File: config.mk
export PLATFORM = sky130hd
export DESIGN_NAME = imem_loader_flat
export DESIGN_NICKNAME = d
export VERILOG_FILES = /design/src/rtl/imem_loader_pkg.sv /design/src/rtl/imem_loader_if.sv /design/src/rtl/imem_loader_timeout.sv /design/src/rtl/imem_loader.sv /design/src/flat_wrapper.sv
export SDC_FILE = /design/constraint.sdc
export NUM_CORES = 1
export LEC_CHECK = 0
export ABC_AREA = 1
export BUFFER_PORTS_ARGS = -buffer_cell sky130_fd_sc_hd__buf_2
export CORE_MARGIN = 2
export CORE_UTILIZATION = 30
export DETAILED_ROUTE_END_ITERATION = 8
export GPL_TIMING_DRIVEN = 0
export RECOVER_POWER = 50
export SETUP_SLACK_MARGIN = 0.15
export SYNTH_ARGS = -nofsm -noshare
export SYNTH_HDL_FRONTEND = slang
export SYNTH_SLANG_ARGS = --single-unit
File: constraint.sdc
create_clock -name clk -period 4.71 [get_ports clk]
set_clock_uncertainty 0.2 [all_clocks]
set_input_delay 0.942 -clock clk [delete_from_list [all_inputs] [get_ports clk]]
set_output_delay 0.942 -clock clk [all_outputs]
set_load 0.05 [all_outputs]
File: src/rtl/imem_loader_pkg.sv
// Shared types and constants for the boot-time instruction-memory loader.
package loader_pkg;

  typedef enum logic [2:0] {
    SYNC,
    CNT_LO,
    CNT_HI,
    DATA,
    CHECK,
    DONE,
    ERROR
  } loader_state_t;

  localparam logic [7:0] LOADER_MAGIC = 8'hA5;

  // The idle counter only ever holds 0 .. cycles-1.
  function automatic int timeout_cnt_w(input int cycles);
    return (cycles < 2) ? 1 : $clog2(cycles);
  endfunction

endpackage

File: src/rtl/imem_loader_if.sv
// Byte-stream input and instruction-memory write port of the loader.
interface imem_loader_if #(
  parameter int ADDR_WIDTH = 10
);
  logic                  rx_valid;
  logic [7:0]            rx_data;
  logic                  mem_we;
  logic [ADDR_WIDTH-1:0] mem_addr;
  logic [31:0]           mem_wdata;

  modport master (
    output rx_valid, rx_data,
    input  mem_we, mem_addr, mem_wdata
  );

  modport slave (
    input  rx_valid, rx_data,
    output mem_we, mem_addr, mem_wdata
  );
endinterface

File: src/rtl/imem_loader_timeout.sv
// Inter-byte idle counter; pulses expired on the cycle before the timeout edge.
module loader_timeout
  import loader_pkg::*;
#(
  parameter int TIMEOUT_CYCLES = 100000
) (
  input  logic clk,
  input  logic reset,
  input  logic clear,
  input  logic enable,
  output logic expired
);

  localparam int            CW   = timeout_cnt_w(TIMEOUT_CYCLES);
  localparam logic [CW-1:0] LAST = CW'(TIMEOUT_CYCLES - 1);

  logic [CW-1:0] cnt_q;

  always_ff @(posedge clk or posedge reset) begin
    if (reset) begin
      cnt_q <= '0;
    end else if (clear || !enable) begin
      cnt_q <= '0;
    end else if (cnt_q != LAST) begin
      cnt_q <= cnt_q + CW'(1);
    end
  end

  // A byte arriving on the final idle cycle still wins over the timeout.
  assign expired = enable && !clear && (cnt_q == LAST);

endmodule

File: src/rtl/imem_loader.sv
// Loads the instruction memory from a framed, XOR-checksummed byte stream and
// holds the processor in reset until a complete image has been accepted.
module imem_loader
  import loader_pkg::*;
#(
  parameter int ADDR_WIDTH     = 10,
  parameter int TIMEOUT_CYCLES = 100000
) (
  input  logic          clk,
  input  logic          reset,
  imem_loader_if.slave  bus,
  output logic          cpu_reset,
  output logic          loaded,
  output logic          error,
  output logic [15:0]   words_written
);

  localparam logic [16:0] CAPACITY = 17'd1 << ADDR_WIDTH;

  loader_state_t         state_q;
  logic [15:0]           n_q;
  logic [15:0]           ww_q;
  logic [1:0]            lane_q;
  logic [23:0]           word_q;
  logic [7:0]            xor_q;
  logic                  mem_we_q;
  logic [ADDR_WIDTH-1:0] mem_addr_q;
  logic [31:0]           mem_wdata_q;
  logic                  cpu_reset_q;
  logic                  loaded_q;
  logic                  error_q;

  logic [15:0] ww_d;
  logic [7:0]  xor_d;
  logic [15:0] n_d;
  logic        tmo_enable;
  logic        tmo_expired;

  assign ww_d       = ww_q + 16'd1;
  assign xor_d      = xor_q ^ bus.rx_data;
  assign n_d        = {bus.rx_data, n_q[7:0]};
  assign tmo_enable = (state_q == CNT_LO) || (state_q == CNT_HI) ||
                      (state_q == DATA)   || (state_q == CHECK);

  loader_timeout #(
    .TIMEOUT_CYCLES (TIMEOUT_CYCLES)
  ) u_timeout (
    .clk     (clk),
    .reset   (reset),
    .clear   (bus.rx_valid),
    .enable  (tmo_enable),
    .expired (tmo_expired)
  );

  always_ff @(posedge clk or posedge reset) begin
    if (reset) begin
      state_q     <= SYNC;
      n_q         <= '0;
      ww_q        <= '0;
      lane_q      <= '0;
      word_q      <= '0;
      xor_q       <= '0;
      mem_we_q    <= 1'b0;
      mem_addr_q  <= '0;
      mem_wdata_q <= '0;
      cpu_reset_q <= 1'b1;
      loaded_q    <= 1'b0;
      error_q     <= 1'b0;
    end else begin
      mem_we_q <= 1'b0;
      if (bus.rx_valid) begin
        unique case (state_q)
          SYNC, ERROR: begin
            if (bus.rx_data == LOADER_MAGIC) begin
              state_q <= CNT_LO;
              error_q <= 1'b0;
              ww_q    <= '0;
              xor_q   <= '0;
              lane_q  <= '0;
            end
          end
          CNT_LO: begin
            n_q[7:0] <= bus.rx_data;
            xor_q    <= xor_d;
            state_q  <= CNT_HI;
          end
          CNT_HI: begin
            n_q   <= n_d;
            xor_q <= xor_d;
            if ({1'b0, n_d} > CAPACITY) begin
              state_q <= ERROR;
              error_q <= 1'b1;
            end else if (n_d == 16'd0) begin
              state_q <= CHECK;
            end else begin
              state_q <= DATA;
            end
          end
          DATA: begin
            xor_q  <= xor_d;
            lane_q <= lane_q + 2'd1;
            if (lane_q == 2'd3) begin
              mem_we_q    <= 1'b1;
              mem_addr_q  <= ADDR_WIDTH'(ww_q);
              mem_wdata_q <= {bus.rx_data, word_q};
              ww_q        <= ww_d;
              if (ww_d == n_q) state_q <= CHECK;
            end else begin
              word_q[{lane_q, 3'b000} +: 8] <= bus.rx_data;
            end
          end
          CHECK: begin
            if (bus.rx_data == xor_q) begin
              state_q     <= DONE;
              loaded_q    <= 1'b1;
              cpu_reset_q <= 1'b0;
            end else begin
              state_q <= ERROR;
              error_q <= 1'b1;
            end
          end
          DONE: begin
          end
          default: state_q <= SYNC;
        endcase
      end else if (tmo_expired) begin
        state_q <= ERROR;
        error_q <= 1'b1;
      end
    end
  end

  assign bus.mem_we    = mem_we_q;
  assign bus.mem_addr  = mem_addr_q;
  assign bus.mem_wdata = mem_wdata_q;
  assign cpu_reset     = cpu_reset_q;
  assign loaded        = loaded_q;
  assign error         = error_q;
  assign words_written = ww_q;

endmodule

File: src/flat_wrapper.sv
// flat-port wrapper written by rule: the top's interface ports become plain ports
module imem_loader_flat import loader_pkg::*;
#(
  parameter int ADDR_WIDTH     = 10,
  parameter int TIMEOUT_CYCLES = 100000
)
  (clk, reset, cpu_reset, loaded, error, words_written, bus_rx_valid, bus_rx_data, bus_mem_we, bus_mem_addr, bus_mem_wdata);
  imem_loader_if #(.ADDR_WIDTH(ADDR_WIDTH)) bus_i ();
  input  logic clk;
  input  logic reset;
  output logic cpu_reset;
  output logic loaded;
  output logic error;
  output logic [15:0] words_written;
  input wire logic [$bits(bus_i.rx_valid)-1:0] bus_rx_valid;
  input wire logic [$bits(bus_i.rx_data)-1:0] bus_rx_data;
  output wire logic [$bits(bus_i.mem_we)-1:0] bus_mem_we;
  output wire logic [$bits(bus_i.mem_addr)-1:0] bus_mem_addr;
  output wire logic [$bits(bus_i.mem_wdata)-1:0] bus_mem_wdata;
  assign bus_i.rx_valid = bus_rx_valid;
  assign bus_i.rx_data = bus_rx_data;
  assign bus_mem_we = bus_i.mem_we;
  assign bus_mem_addr = bus_i.mem_addr;
  assign bus_mem_wdata = bus_i.mem_wdata;
  imem_loader #(.ADDR_WIDTH(ADDR_WIDTH), .TIMEOUT_CYCLES(TIMEOUT_CYCLES)) u_core (.clk(clk), .reset(reset), .bus(bus_i), .cpu_reset(cpu_reset), .loaded(loaded), .error(error), .words_written(words_written));
endmodule
* Yosys cells after proc, flatten, opt, wreduce, memory -nomap -nowiden *
Cells that the tools add are included.

operators by class
  add/sub/neg operators = 4
  magnitude comparators = 1
  equal/unequal tests = 21
  shift operators = 2
  mux-type cells = 28
  bitwise logic cells = 2
  reductions and logical operators = 26

operators with widths
  operator                                                                            number
  17-bit two-way mux                                                                  2
  16-bit two-way mux                                                                  2
  16-bit case mux with 2 select lines                                                 1
  24-bit bitwise mux                                                                  1
  8-bit by 7-bit variable shift with 24-bit output (first input constant)             1
  8-bit by 7-bit indexed part select with 24-bit output                               1
  3-bit two-way mux                                                                   7
  3-bit case mux with 6 select lines                                                  1
  17-bit by 1-bit adder with 17-bit output (second input constant)                    1
  17-bit == test (second input constant)                                              1
  17-bit != test (second input constant)                                              1
  16-bit by 1-bit adder with 16-bit output (second input constant)                    1
  16-bit == test                                                                      1
  16-bit by 11-bit greater-than comparator with 1-bit output (second input constant)  1
  16-bit logical NOT                                                                  1
  8-bit case mux with 2 select lines                                                  1
  3-bit AND reduction                                                                 5
  3-bit != test (second input constant)                                               4
  5-bit AND reduction                                                                 2
  3-bit == test (second input constant)                                               3
  8-bit == test                                                                       1
  8-bit == test (second input constant)                                               1
  1-bit two-way mux                                                                   8
  8-bit two-way mux                                                                   1
  23 further kinds                                                                    35

word-level totals
  register bits after elaboration = 132
  output and inout bits = 62

* Depth between registers and ports, before layout *
  word-level depth = 8
  gate-level depth with buffers = 16

* By module *
Synthesis repeated with hierarchy kept, for this count alone.

second synthesis, totals
  cells, all modules = 829
  area total of the unflattened synthesis = 6776.5 µm²

modules (own cells, without submodules)
  module          instances  cells each  area each (µm²)  sequential area each (µm²)
  imem_loader     1          668         5706.7           2879.0
  loader_timeout  1          161         1069.8           425.4

* Least setup slack after synthesis *
No wires, ideal clock.

  kind = input to register
  start point = input port bus_rx_data[5]
  end point = register u_core.ww_q[13] (netlist: u_core.words_written[13])
  setup time = 0.134 ns
  arrival time = 2.152 ns
  setup slack = 2.224 ns
  stages on the path = 9
  buffers on the path = 2
  cells stage by stage = clkbuf_1 -> nand2_1 -> nor3_1 -> nand4_1 -> nor2_1 -> nand2_1 -> nand2_1 -> buf_2 -> o22ai_1

between the ends
  word-level cells in the longest chain between the ends = 3

ends and longest elaborated chain
  what                                                       RTL line            source
  start, declared                                            flat_wrapper.sv:16  input wire logic [$bits(bus_i.rx_data)-1:0] bus_rx_data;
  8-bit == test                                              imem_loader.sv:74   if (bus.rx_data == LOADER_MAGIC) begin
  2-bit by 1-bit != test with 1-bit output (no source line)  -
  4-bit AND reduction (no source line)                       -
  end signal, assigned                                       imem_loader.sv:106  ww_q <= ww_d;
  end, declared                                              imem_loader.sv:22   logic [15:0] ww_q;

Every way passes these cells.
A chain may end at the register's enable or synchronous reset.

* Worst setup path in the final report *
  start point = input port bus_rx_data[5]
  end point = register u_core.ww_q[11] (netlist: u_core.words_written[11])

Same word-level chain as after synthesis.

==> key figures <==
Finish
  – P&R area growth vs syn: 20.4%
  – Fillers: 2246
  – Antenna cells: 0
  – Register area: 3300 um^2
  – Cell Count, Final, Fillers Out: 1159
  – Layout cells sized above 1: 13.3%
  – # nets final: 889
  – Area occupied by multi-input gates: 2520 um^2

STA
  – Final period util: 60.2%
  – Final setup viols: 0
  – Final hold vios: 0
  – Final worst slack: 1870 ps
  – Slew Viols, Final: 0
  – RSZ-0062 raised after global routing: false
  – Slew HR: 25.1%
  – Tightest Pin Transition: 1120 ps
  – Min Tclk post-route: 2840 ps
  – Max Clock Freq: 353 MHz
  – Final TNS setup: 0 ps

Setup path
  – Worst Path Required: 4790 ps
  – CP Class: primary input to register
  – Reg2reg end: u_core.bus.mem_addr[4]
  – CP Data Arrival Time: 2910 ps
  – Register-to-Register Path Depth: 11
  – Startpoint types: primary input
  – R2R setup slack: 2210 ps
  – Setup crit end kind: register
  – Worst reg2reg path startpoint: u_core.state_q[1]
  – CP max FO: 10

Placed design
  – Placed Cells: 1127
  – HPWL Detailed: 11.8 mm
  – Pre-CTS setup slack: 1420 ps
  – IO buf count: 66
  – Placer Congestion: 0.859

Global routing
  – Largest net degree at the start of global routing: 41
  – Vias in the first global route: 5101
  – First-pass GRT wire length: 26.6 mm
  – GRT Total Usage: 15.1%
  – Grt total ovfl: 0
  – Initial antenna violation count: 0

Die
  – Die W: 150 um
  – Initial core utilization: 30.5%
  – FP Rows: 53
  – Total core area: 21000 um^2
  – Io pins: 73
  – Area of the die: 22500 um^2
  – Die height: 150 um

Hold path
  – Hold Path Sink: u_core.cpu_reset
  – Worst min path class: register to register
  – Hold Path Depth: 2
  – Hold Path Origin: u_core.cpu_reset

Clock network
  – Num CTS Buffers: 17
  – Post-CTS Hold Fix Bufs: 0
  – Worst-case clock buffer depth: 2
  – TritonCTS clock tree: built
  – Post-CTS Setup Bufs: 0
  – H-tree depth: 4
  – Reg clk slew, reported paths: 60 ps
  – Post-CTS Resized: 0
  – Root Driver: clkbuf_16
  – Clk Latency, worst-skew pair: 420 ps
  – Clock sinks: 132

Routing
  – Final ANT Viol Nets: 0
  – Routed wl met3: 797 um
  – WL/cell: 14.1 um
  – Top sig layer: met4
  – Final WL: 16.3 mm
  – Drt drc: 0
  – Routed length on met2: 7.46 mm
  – Iter 0 DRT Violations: 375
  – First-pass detailed-route iteration total: 5
  – Via density: 4.73
  – Met1 WL: 7.84 mm
  – DR vias: 5481

Synthesis
  – Mapped cell area: 6400 um^2
  – Warnings, synthesis: 0
  – Syn Nets: 801
  – Seq/Total Area, Yosys: 51.6%
  – Count of cell types in the netlist: 36
  – Synth Instances: 783
  – Synth Register Bits: 132
  – Syn avg cell area: 8.18 um^2

Power and ir drop
  – Power Dens Cells: 747 nW/um^2
  – Max VDD drop: 0.223 mV
  – Leakage power: 3.86 nW
  – Tot Pwr: 5.76 mW

Status
  – Status: finished, final reports clean

Run
  – Max_cap viols: 0
worst max path at each step:
stage | cells past startpoint | slack [ps] | end | from
detailed placement | 9 | 1420 | u_core.words_written[15] | bus_rx_data[7]
global route | 9 | 1710 | u_core.words_written[11] | bus_rx_data[7]
CTS | 9 | 1900 | u_core.words_written[15] | bus_rx_data[7]
floorplan | 1 | 1930 | u_core.bus.mem_addr[0] | reset
finish | 9 | 1870 | u_core.words_written[11] | bus_rx_data[5]
global placement | 2 | 990 | u_core.u_timeout.cnt_q[10] | reset
layout make-up:
class                           instances  share of cell area (%)
Sequential cell                       132                    42.9
Multi-Input combinational cell        511                    32.8
Inverter                              115                    5.62
Timing Repair Buffer                   69                    4.97
Buffer                                 25                    1.53
Tap cell                              275                    4.47
Clock buffer                           18                    5.70
Clock inverter                         14                    2.08
routing by layer:
layer | up-vias | track usage [%]
met4 | 0 | 5.05
met2 | 110 | 23.5
met1 | 2609 | 20.6
met3 | 21 | 3.87
li1 | 2741 | -
met5 | - | 0
metrics by stage:
stage	cell area, um^2	hold slack, ps	util, %
after floorplan	6400	266	-
after global placement	7080	232	33.8
after detailed placement	7140	233	34.1
after CTS	7740	243	36.9
after global routing	7710	252	36.8
final	7710	240	36.8
power breakdown:
group          internal (mW)  switching, mW
sequential              1.58          0.326
clock                  0.842          0.515
combinational          0.636           1.86
total                   3.06           2.70
cells in the mapped netlist:
library cell	count	share of area (%)
nand2_4	1	0.18
o21ai_0	102	8.0
a21boi_0	1	0.12
nor2_4	3	0.53
nor4_1	4	0.39
nand2_1	176	10
o22ai_1	11	1.1
or2_2	1	0.098
a31oi_1	2	0.20
nor3_1	14	1.1
nand4_1	33	3.2
a31o_2	1	0.14
clkinv_1	2	0.12
xnor2_1	6	0.82
xor2_1	5	0.68
or2_4	1	0.14
inv_2	5	0.29
o211ai_1	1	0.12
buf_6	3	0.53
dfstp_2	1	0.41
nor2_8	3	0.94
nor2_1	43	2.5
nand3b_1	2	0.23
nand3_1	69	5.4
nand3_2	1	0.16
ha_1	7	1.4
nor2_2	6	0.59
buf_1	3	0.18
clkbuf_1	16	0.94
a21oi_1	12	0.94
buf_2	3	0.23
o21bai_1	1	0.12
dfrtp_1	131	51
o21ai_1	4	0.31
inv_1	108	6.3
nand2_2	1	0.098
state kept, by name (all words and copies together) (netlist names):
name and cells:
u_core.state_q 3, u_core.words_written 16, u_core.error 1, u_core.bus.mem_addr 10, u_core.lane_q 2, u_core.word_q 24
u_core.bus.mem_wdata 32, u_core.loaded 1, u_core.cpu_reset 1, u_core.xor_q 8, u_core.n_q 16, u_core.bus.mem_we 1
u_core.u_timeout.cnt_q 17
cells by family after synthesis:
kind of cell | count (synthesis) | share of synthesized area [%]
AOI/OAI and AO/OA | 135 | 11.0
xor gates and xnor gates | 11 | 1.51
adders and majority gates | 7 | 1.37
buffers and inverters | 140 | 8.62
DFF | 132 | 51.6
and+or+nand+nor | 358 | 25.9
worst max-delay path, cell delays in order:
cell and delay, ps:
clkbuf_1 420, nand2_1 110, nor3_1 140, nand4_1 150, nor2_1 130, nand2_1 230, nand2_1 350, buf_2 330
o22ai_1 110
layout by cell type, fill, tap and decap left out, types with 11 or more instances in the layout:
cell and count:
o21ai_0 102, nand2_1 177, inv_1 107, nand3_1 70, buf_2 61, o22ai_1 11, dfrtp_1 131, nor3_1 14
clkbuf_16 17, nor2_1 44, clkbuf_1 24, a21oi_1 12, nand4_1 33
Power figures use the tool's default switching activity.
